[src/rtl/des_pkg.sv]
// Shared types, widths and the key-schedule rotation helper for the iterative DES round controller.
package des_pkg;
    localparam int          HALF_W      = 32;
    localparam int          CD_W        = 56;
    localparam int          SUB_W       = 48;
    localparam int          NROUNDS     = 16;
    localparam logic [15:0] SHIFT1_MASK = 16'h8103;

    typedef enum logic [1:0] {IDLE, ROUND, DONE} state_t;

    // Rotate one 28-bit key half by 1 or 2 places, left or right.
    function automatic logic [27:0] rot28(input logic [27:0] x, input logic right, input logic two);
        logic [55:0] d;
        d = {x, x};
        case ({right, two})
            2'b00:   rot28 = d[54:27];
            2'b01:   rot28 = d[53:26];
            2'b10:   rot28 = d[28:1];
            default: rot28 = d[29:2];
        endcase
    endfunction
endpackage

[src/rtl/des_key_rotator.sv]
// Combinational {C,D} rotator: both 28-bit halves move by the same amount and direction, independently.
module des_key_rotator
    import des_pkg::*;
(
    input  logic [CD_W-1:0] cd,
    input  logic            right,
    input  logic            two,
    output logic [CD_W-1:0] cd_rot
);
    assign cd_rot = {rot28(cd[55:28], right, two), rot28(cd[27:0], right, two)};
endmodule

[src/rtl/des_round_ctrl.sv]
// Iterative DES round sequencer: holds L/R and C/D, steps one round per clock through an external
// combinational f-path, with valid/ready hand-off on both the input and the result side.
module des_round_ctrl #(
    parameter logic [15:0] SHIFT1_MASK = des_pkg::SHIFT1_MASK
) (
    input  logic                          clk,
    input  logic                          rst,
    input  logic                          in_valid,
    output logic                          in_ready,
    input  logic                          decrypt,
    input  logic [2*des_pkg::HALF_W-1:0]  blk_in,
    input  logic [des_pkg::CD_W-1:0]      key_cd,
    output logic [des_pkg::HALF_W-1:0]    f_r,
    output logic [des_pkg::CD_W-1:0]      f_cd,
    input  logic [des_pkg::HALF_W-1:0]    f_out,
    output logic [3:0]                    round_idx,
    output logic                          out_valid,
    input  logic                          out_ready,
    output logic [2*des_pkg::HALF_W-1:0]  blk_out
);
    import des_pkg::*;

    state_t            state;
    logic [HALF_W-1:0] l;
    logic [HALF_W-1:0] r;
    logic [CD_W-1:0]   cd;
    logic [CD_W-1:0]   cd_next;
    logic [CD_W-1:0]   cd_load;
    logic              dir;
    logic [3:0]        amt_idx;
    logic              last;

    // Decrypt walks the schedule backwards, so it reads the shift mask from the far end.
    assign amt_idx = dir ? (4'd15 - round_idx) : (round_idx + 4'd1);
    assign last    = (round_idx == 4'(NROUNDS - 1));

    des_key_rotator u_step (
        .cd     (cd),
        .right  (dir),
        .two    (~SHIFT1_MASK[amt_idx]),
        .cd_rot (cd_next)
    );

    // Encrypt starts from the K1 source, i.e. the loaded key already rotated left once.
    des_key_rotator u_load (
        .cd     (key_cd),
        .right  (1'b0),
        .two    (1'b0),
        .cd_rot (cd_load)
    );

    assign f_r  = r;
    assign f_cd = cd;

    always_ff @(posedge clk or posedge rst) begin
        if (rst) begin
            state     <= IDLE;
            l         <= '0;
            r         <= '0;
            cd        <= '0;
            dir       <= 1'b0;
            round_idx <= '0;
            blk_out   <= '0;
            out_valid <= 1'b0;
            in_ready  <= 1'b1;
        end else begin
            case (state)
                IDLE: begin
                    if (in_valid) begin
                        l         <= blk_in[63:32];
                        r         <= blk_in[31:0];
                        cd        <= decrypt ? key_cd : cd_load;
                        dir       <= decrypt;
                        round_idx <= '0;
                        in_ready  <= 1'b0;
                        state     <= ROUND;
                    end
                end
                ROUND: begin
                    l         <= r;
                    r         <= l ^ f_out;
                    cd        <= cd_next;
                    round_idx <= round_idx + 4'd1;
                    // The final round leaves the halves unswapped in the result.
                    if (last) begin
                        blk_out   <= {l ^ f_out, r};
                        out_valid <= 1'b1;
                        state     <= DONE;
                    end
                end
                DONE: begin
                    if (out_ready) begin
                        out_valid <= 1'b0;
                        in_ready  <= 1'b1;
                        state     <= IDLE;
                    end
                end
                default: begin
                    out_valid <= 1'b0;
                    in_ready  <= 1'b1;
                    state     <= IDLE;
                end
            endcase
        end
    end
endmodule

[config.mk]
export PLATFORM = sky130hd
export DESIGN_NAME = des_round_ctrl
export DESIGN_NICKNAME = d
export VERILOG_FILES = /design/src/rtl/des_pkg.sv /design/src/rtl/des_key_rotator.sv /design/src/rtl/des_round_ctrl.sv
export SDC_FILE = /design/constraint.sdc
export NUM_CORES = 1
export LEC_CHECK = 0
export ABC_AREA = 0
export CORE_MARGIN = 2
export CORE_UTILIZATION = 45
export CTS_CLUSTER_DIAMETER = 30
export CTS_CLUSTER_SIZE = 24
export DETAILED_ROUTE_END_ITERATION = 8
export PLACE_DENSITY = 0.73
export SLEW_MARGIN = 20
export SYNTH_ARGS = -nofsm -noshare
export SYNTH_HDL_FRONTEND = slang
export SYNTH_SLANG_ARGS = --single-unit
[constraint.sdc]
create_clock -name clk -period 7.2 [get_ports clk]
set_input_delay 1.08 -clock clk [delete_from_list [all_inputs] [get_ports clk]]
set_output_delay 1.08 -clock clk [all_outputs]
set_load 0.01 [all_outputs]
# After elaboration in Yosys (flattened, before gate mapping)
# Memories as Yosys holds them, arrays and structs flattened.
# Index checks and enable logic that the tools add are counted.
# word_totals
inputBits	157
mem_bits_ro	16
ram_bits	0
n_memories	1
latchBits	0
word_cells	57
register_bits	193
# mem_list
memory	depth	word_bits	rd	rd_clocked_by_memory_dff	write_ports	line	source
(name not given)	16	1	1	0	0	des_round_ctrl.sv:40	.two (~SHIFT1_MASK[amt_idx]),
# op_classes
n_reduce_logical	9
n_mul	0
n_shift	0
n_eq_ne	8
mux	23
n_addsub	2
bitwise_logic	4
n_lt_le_gt_ge	1
div	0
# ops
op	n
$pmux W28 S3	2
$pmux W32 S2	2
$mux W56	2
$pmux W56 S2	1
$mux W32	2
$xor A32 B32 Y32	1
$reduce_and A3 Y1	3
$mux W4	2
$pmux W4 S2	1
$mux W2	3
$ne A2 B2 Y1 const B	3
$pmux W1 S3	2
$pmux W2 S3	1
$reduce_and A2 Y1	3
$lt A4 B5 Y1 const B	1
$mux W1	5
$add A4 B1 Y4 const B	1
$eq A2 B1 Y1 const B	2
$eq A2 B2 Y1 const B	2
$eq A4 B4 Y1 const B	1
$logic_not A2 Y1	2
$sub A4 B4 Y4 const A	1
$not A1 Y1	3
$reduce_bool A2 Y1	1

# Logic depth before layout (Yosys ltp)
# depth
word_depth	8
ltp_mapped	8
ltp_nobuf	6

# Hierarchy
# A second synthesis with hierarchy kept.
# hier_totals
hier_cells	1001
hier_area_um2	11818.8
# by_module_without_submodules
mod	cells_per_inst	area_per_inst_um2	instances	seq_area_each_um2
des_round_ctrl	865	9038.7	1	4830.9
des_key_rotator	68	1390.1	2	0.0

# Least setup slack after synthesis
# OpenSTA, ideal clock, no wires.
# synth_path
path_type	input-to-reg
start	input port decrypt
end	register cd[40], in the netlist f_cd[40]
slack_ns	4.621
t_required_ns	7.065
n_path_buf	3
setup_time_ns	0.135
t_arrival_ns	2.444
stages	7
cell_sequence	clkbuf_1 -> buf_2 -> buf_1 -> mux2i_1 -> a211oi_1 -> a41oi_1 -> o31ai_1
# synth_between
elab_chain_cells	3
# synth_rtl
item	line	source
start, declared	des_round_ctrl.sv:10	input logic decrypt,
$mux W56	des_round_ctrl.sv:72	cd <= decrypt ? key_cd : cd_load;
$mux W56	des_round_ctrl.sv:69	if (in_valid) begin
$pmux W56 S2	des_round_ctrl.sv:67	case (state)
end signal, assigned	des_round_ctrl.sv:72	
end signal, assigned	des_round_ctrl.sv:82	cd <= cd_next;
end, declared	des_round_ctrl.sv:26	logic [CD_W-1:0] cd;
# No other way between the ends. The select of a mux whose other input is x is not followed.
# A chain may end at the register's enable or synchronous reset.

# Worst setup path after layout
# layout_path
start	register state[0]
end	register blk_out[49] (netlist name)
# layout_between
elab_chain_cells	2
# layout_rtl
item	line	source
start, declared	des_round_ctrl.sv:23	state_t state;
start signal, assigned	des_round_ctrl.sv:57	state <= IDLE;
start signal, assigned	des_round_ctrl.sv:76	state <= ROUND;
start signal, assigned	des_round_ctrl.sv:88	state <= DONE;
$eq A2 B1 Y1	des_round_ctrl.sv:67	
$reduce_and A2 Y1 (no source line)	n/a	
end signal, assigned	des_round_ctrl.sv:86	blk_out <= {l ^ f_out, r};
end, declared	des_round_ctrl.sv:19	output logic [2*des_pkg::HALF_W-1:0] blk_out
# No other way between the ends.

==> qor.csv <==
stage,metric,value,unit
clock_network,post-cts resize count,0,
grt,first-pass GRT wire length,52.8,mm
yosys,Post-synth top flop,dfrtp_1,
yosys,synth warn,0,
routing,via count,9643,
routing,Antenna Violating Nets Remaining,0,
routing,drt first-iter violations,705,
grt,vias in the first global route,9336,
grt,largest net degree at the start of global routing,183,
sta,Final Setup Violations,0,
clock_network,H-tree levels,4,
floorplanning,Core Rows,56,
clock_network,CTS Buf Count,17,
sta,Worst Tran Pin Value,1.11,ns
floorplanning,DIE WIDTH,159,um
power_and_ir_drop,maximum vdd ir drop,0.000455,V
setup_path,CP Max Fanout,92,
setup_path,flop-to-flop setup slack,3.74,ns
setup_path,CP Class,flip-flop to flip-flop,
setup_path,worst r2r src,state[0],
clock_network,clock-pin slew on the worst setup and hold paths,0.08,ns
power_and_ir_drop,Power Density,492,mW/mm^2
clock_network,Post-CTS Setup Bufs,0,
outcome,status,"complete, no violations",
clock_network,CTS tree,yes,
yosys,"top cells by area, synth","dfrtp_1 44%, mux2i_1 11%, nor2_1 5.3%",
yosys,commonest cells in the netlist,"192 x dfrtp_1, 153 x nor2_1, 116 x mux2i_1, 100 x nand2_1, 79 x clkbuf_1",
flow_run,Max Cap Viol,0,
placed_design,Post-DP Area,0.0141,mm^2
worst_hold_path,Hold Crit Start,blk_out[17],
sta,Max Fclk,289,MHz
placed_design,detailed placer's ending HPWL,21.1,mm
placed_design,PortBufs,314,
yosys,post-synthesis cell count,1102,
yosys,syn_area_per_cell,9.82,um^2
layout,final layout net count,1499,
worst_hold_path,worst hold-check path type,flip-flop to flip-flop,
routing,Vias/cell,5.76,
floorplanning,I/O pin count,315,
sta,Final Max Tran Viols,0,
clock_network,CTS max path bufs,2,
worst_hold_path,WHS Endpoint,blk_out[17],
worst_hold_path,hold depth,1,
layout,layout cells sized above 1,7.39,%
setup_path,CP endpoint kind,flip-flop,
routing,first-pass detailed-route iteration total,5,
floorplanning,Die Y-Extent,159,um
setup_path,crit path DAT,3.74,ns
layout,synth-to-layout area growth,35.8,%
yosys,syn nets,1260,
yosys,"count leader, synth",dfrtp_1,
floorplanning,core area,0.0235,mm^2
yosys,"Seq/Total Area, Yosys",44.6,%
setup_path,CP Launch Type,flip-flop,
layout,Fill cells,1968,
clock_network,hold_buf cts,0,
sta,final hold vios,0,
yosys,Yosys cell types,42,
yosys,post-synth top area cell,dfrtp_1,
sta,RSZ-0062 raised after global routing,no,
sta,Final TNS setup,0,ns
grt,GR Util All Layers,25.5,%
sta,post-layout min period,3.46,ns
sta,Setup Skew,0.0170,ns
power_and_ir_drop,P_leak,0.00584,uW
yosys,"Cell Area, Synth",0.0108,mm^2
setup_path,reg2reg end,blk_out[49],
floorplanning,Starting Density,46.0,%
routing,drt wl/cell,19.4,um
layout,post-route cell area,0.0147,mm^2
setup_path,FF-to-FF path depth,6,
setup_path,required time worst endpoint,7.49,ns
routing,DRC viols,0,
sta,Final Cycle Share,48.0,%
yosys,Synth async-reset ratio,100,%
yosys,"EDFF count, synth",0,
sta,Max-slew headroom,25.7,%
grt,initial antenna violation count,1,
floorplanning,die area,0.0253,mm^2
clock_network,Root Driver,clkbuf_16,
placed_design,GPL Wtd Cong,0.801,
yosys,synthesized flop and latch total,193,
routing,WL final,32.6,mm
clock_network,Clock Sinks,193,
yosys,Synth top area share,44.4,%
clock_network,latest clock arrival within the worst-skew pair,0.45,ns
grt,Overflow after GRT,0,
==> power breakdown <==
group	internal [uW]	switching, uW
Sequential	1650	609
Clock	475	505
Combinational	2020	1970
Total	4140	3080
==> layer usage <==
| layer | vias to the layer above | GRT usage, % | wire length (um) |
|---|---|---|---|
| met3 | 58 | 5.00 | 1770 |
| li1 | 4539 | - | - |
| met2 | 327 | 41.6 | 15700 |
| met1 | 4719 | 34.2 | 14100 |
| met5 | - | 0 | 0 |
| met4 | 0 | 8.68 | 960 |
==> critical path: stages (launching register included) <==
cell and delay [ns]:
dfrtp_1 0.50, nor2b_4 0.38, buf_4 0.51, buf_4 0.82, and2_2 0.28, buf_4 0.54
a21oi_1 0.17
==> worst max path at each step <==
stage | start | to | depth (start not counted)
final | state[0] | blk_out[49] | 6
after global routing | state[0] | blk_out[49] | 7
after CTS | state[0] | blk_out[37] | 7
after detailed placement | state[0] | blk_out[49] | 6
after global placement | in_valid | f_r[23] | 5
after floorplan | rst | blk_out[0] | 1
==> cells by family after synthesis <==
group | share of synthesized area [%]
AO/OA/AOI/OAI | 18.1
buffers and inverters | 4.16
multiplexers | 18.8
AND/OR/NAND/NOR | 11.5
flip-flops | 44.6
XOR/XNOR | 2.75
adder cells (fa/ha/maj) | 0.116
==> flip-flops by register name (all words and copies together) (netlist names) <==
signal     cells
state          2
blk_out       64
f_cd          56
in_ready       1
dir            1
out_valid      1
f_r           32
round_idx      4
l             32
==> cells in the final DEF (no fill, tap or decap), types with 40 or more instances in the layout <==
cell / synthesis / routed
a211oi_1: 40 / 40
a41oi_1: 40 / 40
clkdlybuf4s50_1: 0 / 313
dfrtp_1: 192 / 191
mux2_2: 42 / 42
mux2i_1: 116 / 115
nand2_1: 100 / 99
nor2_1: 153 / 152
nor3_1: 40 / 40
o21ai_0: 41 / 41
o31ai_1: 45 / 45
==> cell type report <==
class / count / area (um^2) / share of cell area (%)
sequential: 193 / 4830 / 32.9
antenna: 1 / 2.50 / 0.0170
timing repair buffer: 326 / 3240 / 22.0
tap: 319 / 399 / 2.72
clock inverter: 15 / 188 / 1.28
clock buffer: 17 / 425 / 2.89
inverter: 3 / 18.8 / 0.128
multi-input combinational: 800 / 5590 / 38.0
==> through the flow <==
step                power, uW  util [%]  worst slack, ns  std cells  hold slack [ns]
finish                   7230      62.4             3.74       1674            0.509
global placement         6170      59.8             3.83       1641            0.487
global route             7750      62.4             3.43       1674            0.521
detailed placement       6260      59.8             3.79       1641            0.492
CTS                      7260      62.4             3.77       1673            0.512
floorplan                4690         -            0.866       1102            0.502
No activity file was read; power rests on OpenSTA's default activity.
==> RTL change (same settings) <==
Add an input register stage for `key_cd`, without a reset; this delays it by one clock. The other inputs are not delayed to match.
--- a/src/rtl/des_round_ctrl.sv
+++ b/src/rtl/des_round_ctrl.sv
@@ -19,6 +19,12 @@
     output logic [2*des_pkg::HALF_W-1:0]  blk_out
 );
     import des_pkg::*;
+
+    logic [des_pkg::CD_W-1:0] key_cd_q;
+
+    always_ff @(posedge clk) begin
+        key_cd_q <= key_cd;
+    end
 
     state_t            state;
     logic [HALF_W-1:0] l;
@@ -43,7 +49,7 @@
 
     // Encrypt starts from the K1 source, i.e. the loaded key already rotated left once.
     des_key_rotator u_load (
-        .cd     (key_cd),
+        .cd     (key_cd_q),
         .right  (1'b0),
         .two    (1'b0),
         .cd_rot (cd_load)
@@ -69,7 +75,7 @@
                     if (in_valid) begin
                         l         <= blk_in[63:32];
                         r         <= blk_in[31:0];
-                        cd        <= decrypt ? key_cd : cd_load;
+                        cd        <= decrypt ? key_cd_q : cd_load;
                         dir       <= decrypt;
                         round_idx <= '0;
                         in_ready  <= 1'b0;
Behaviour: not the same (Yosys sat finds a counterexample within 4 cycles, from zero or initial values and one cycle with rst high).
==> RTL change against the unedited design <==
- sequential cell count grew 56
- clock skew is 12 ps higher
- sequential share of layout area up 3.1 points
- sequential power up 18%
- wire length up 5.9%
- worst setup slack improved by 460 ps
- highest routed layer unchanged
- design area rose by 12%
- clock power grew to 2.5 times the old value
- combinational power is 5.8% higher
- synthesized cell count grew 3.6%
- area after synthesis grew 4.7%
- total power is 29% higher
==> RTL change: results (changes against the unedited design) <==
\begin{tabular}{lr}
\hline
Metric & Value \\
\hline
\multicolumn{2}{l}{\textbf{Yosys}} \\
FFs w/ async S/R, synth & 0.7751 (-0.2249) \\
Cell types occupying the most area after synthesis & dfrtp\_1, dfxtp\_1, mux2i\_1 \\
Count of different cell masters after synthesis & 39 (-7.1\%) \\
Post-synth net total & 1300 (+3.2\%) \\
Portion of the post-synthesis area used by sequential elements & 0.5251 (+0.07875) \\
Synth Instances & 1142 (+3.6\%) \\
\multicolumn{2}{l}{\textbf{Placement}} \\
HPWL Detailed & 20.44 mm (-2.9\%) \\
Post-place instance area & 14640 sq um (+3.9\%) \\
Placer congestion estimate & 0.8095 (+1.1\%) \\
Total instance count after detailed placement & 1697 (+3.4\%) \\
\multicolumn{2}{l}{\textbf{Pwr}} \\
Worst-case vdd ir drop & 0.3760 mV (-17\%) \\
Standby leakage power & 0.006724 uW (+15\%) \\
P\_sw & 3615 uW (+17\%) \\
Power consumption & 9348 uW (+29\%) \\
\multicolumn{2}{l}{\textbf{Clock tree}} \\
TritonCTS Buffers & 54 (+37) \\
CTS clock-pin slew for the worst setup and hold paths & 50 ps (-30 ps) \\
Source-to-sink clock delay at the later pin of the worst-skew pair & 540 ps (+90 ps) \\
Clock Tree Buf Depth & 3 (+1) \\
\# H-tree levels & 2 (-2) \\
\multicolumn{2}{l}{\textbf{Route}} \\
Total wire length after detailed routing & 34.48 mm (+5.9\%) \\
Number of vias per cell after detailed routing & 5.726 (-0.59\%) \\
Met3 wire length & 3.039 mm (+72\%) \\
Drt first-iter violations & 1082 (+53\%) \\
\multicolumn{2}{l}{\textbf{Cells and area}} \\
Filler Cell Count & 1958 (-0.51\%) \\
Count of inserted antenna diode cells & 0 (-1) \\
\multicolumn{2}{l}{\textbf{Critical path}} \\
Reg2Reg Depth & 8 (+2) \\
Reg-to-reg slack, setup & 4210 ps (+460 ps) \\
Critical path peak fanout & 60 (-35\%) \\
Origin of the critical flop-to-flop path & dir\$\_DFFE\_PP0P\_ \\
\multicolumn{2}{l}{\textbf{Global routing}} \\
Pin count of the biggest net entering global routing & 179 (-2.2\%) \\
Fraction of met3 tracks used by global routing & 0.06086 (+0.01085) \\
Number of antenna violations at the first check in global routing & 0 (-1) \\
Global-route usage over all layers & 0.2536 (-0.001720) \\
First-pass GRT wire length & 54.43 mm (+3.1\%) \\
\multicolumn{2}{l}{\textbf{Outcome}} \\
Result of the run & finished, final reports clean \\
\multicolumn{2}{l}{\textbf{STA}} \\
Clock period minus worst slack & 2991 ps (-464.4 ps) \\
Pin slew with the least headroom to its limit & 1005 ps (-108.4 ps) \\
\hline
\end{tabular}
-- RTL change: cell count changes after synthesis, moves of 37 or more --
| cell | change |
|---|---|
| o32ai_1 | +39 |
| a21oi_1 | +77 |
| dfxtp_1 | +56 |
| nor3_1 | -37 |
| a31oi_1 | +70 |
| a211oi_1 | -40 |
| o31ai_1 | -43 |
| a41oi_1 | -40 |
-- RTL change: cell type report --
| type | instances | area, sq um | share of cell area |
|---|---|---|---|
| Clock buffer | 68 | 1548 | 0.09362 |
| Tap cell | 330 | 412.9 | 0.02498 |
| Sequential cell | 249 | 5952 | 0.3600 |
| Multi-Input combinational cell | 788 | 5017 | 0.3035 |
| Timing Repair Buffer | 325 | 3236 | 0.1957 |
| Clock inverter | 33 | 340.3 | 0.02059 |
| Inverter | 5 | 26.28 | 0.001589 |
-- RTL change: worst max-delay path, delay by kind of cell, from the launching register on --
kind	cells	cell delay [ps]
flip-flops	1	310
AND/OR/NAND/NOR	3	990
AO/OA/AOI/OAI	3	710
buffers and inverters	2	810
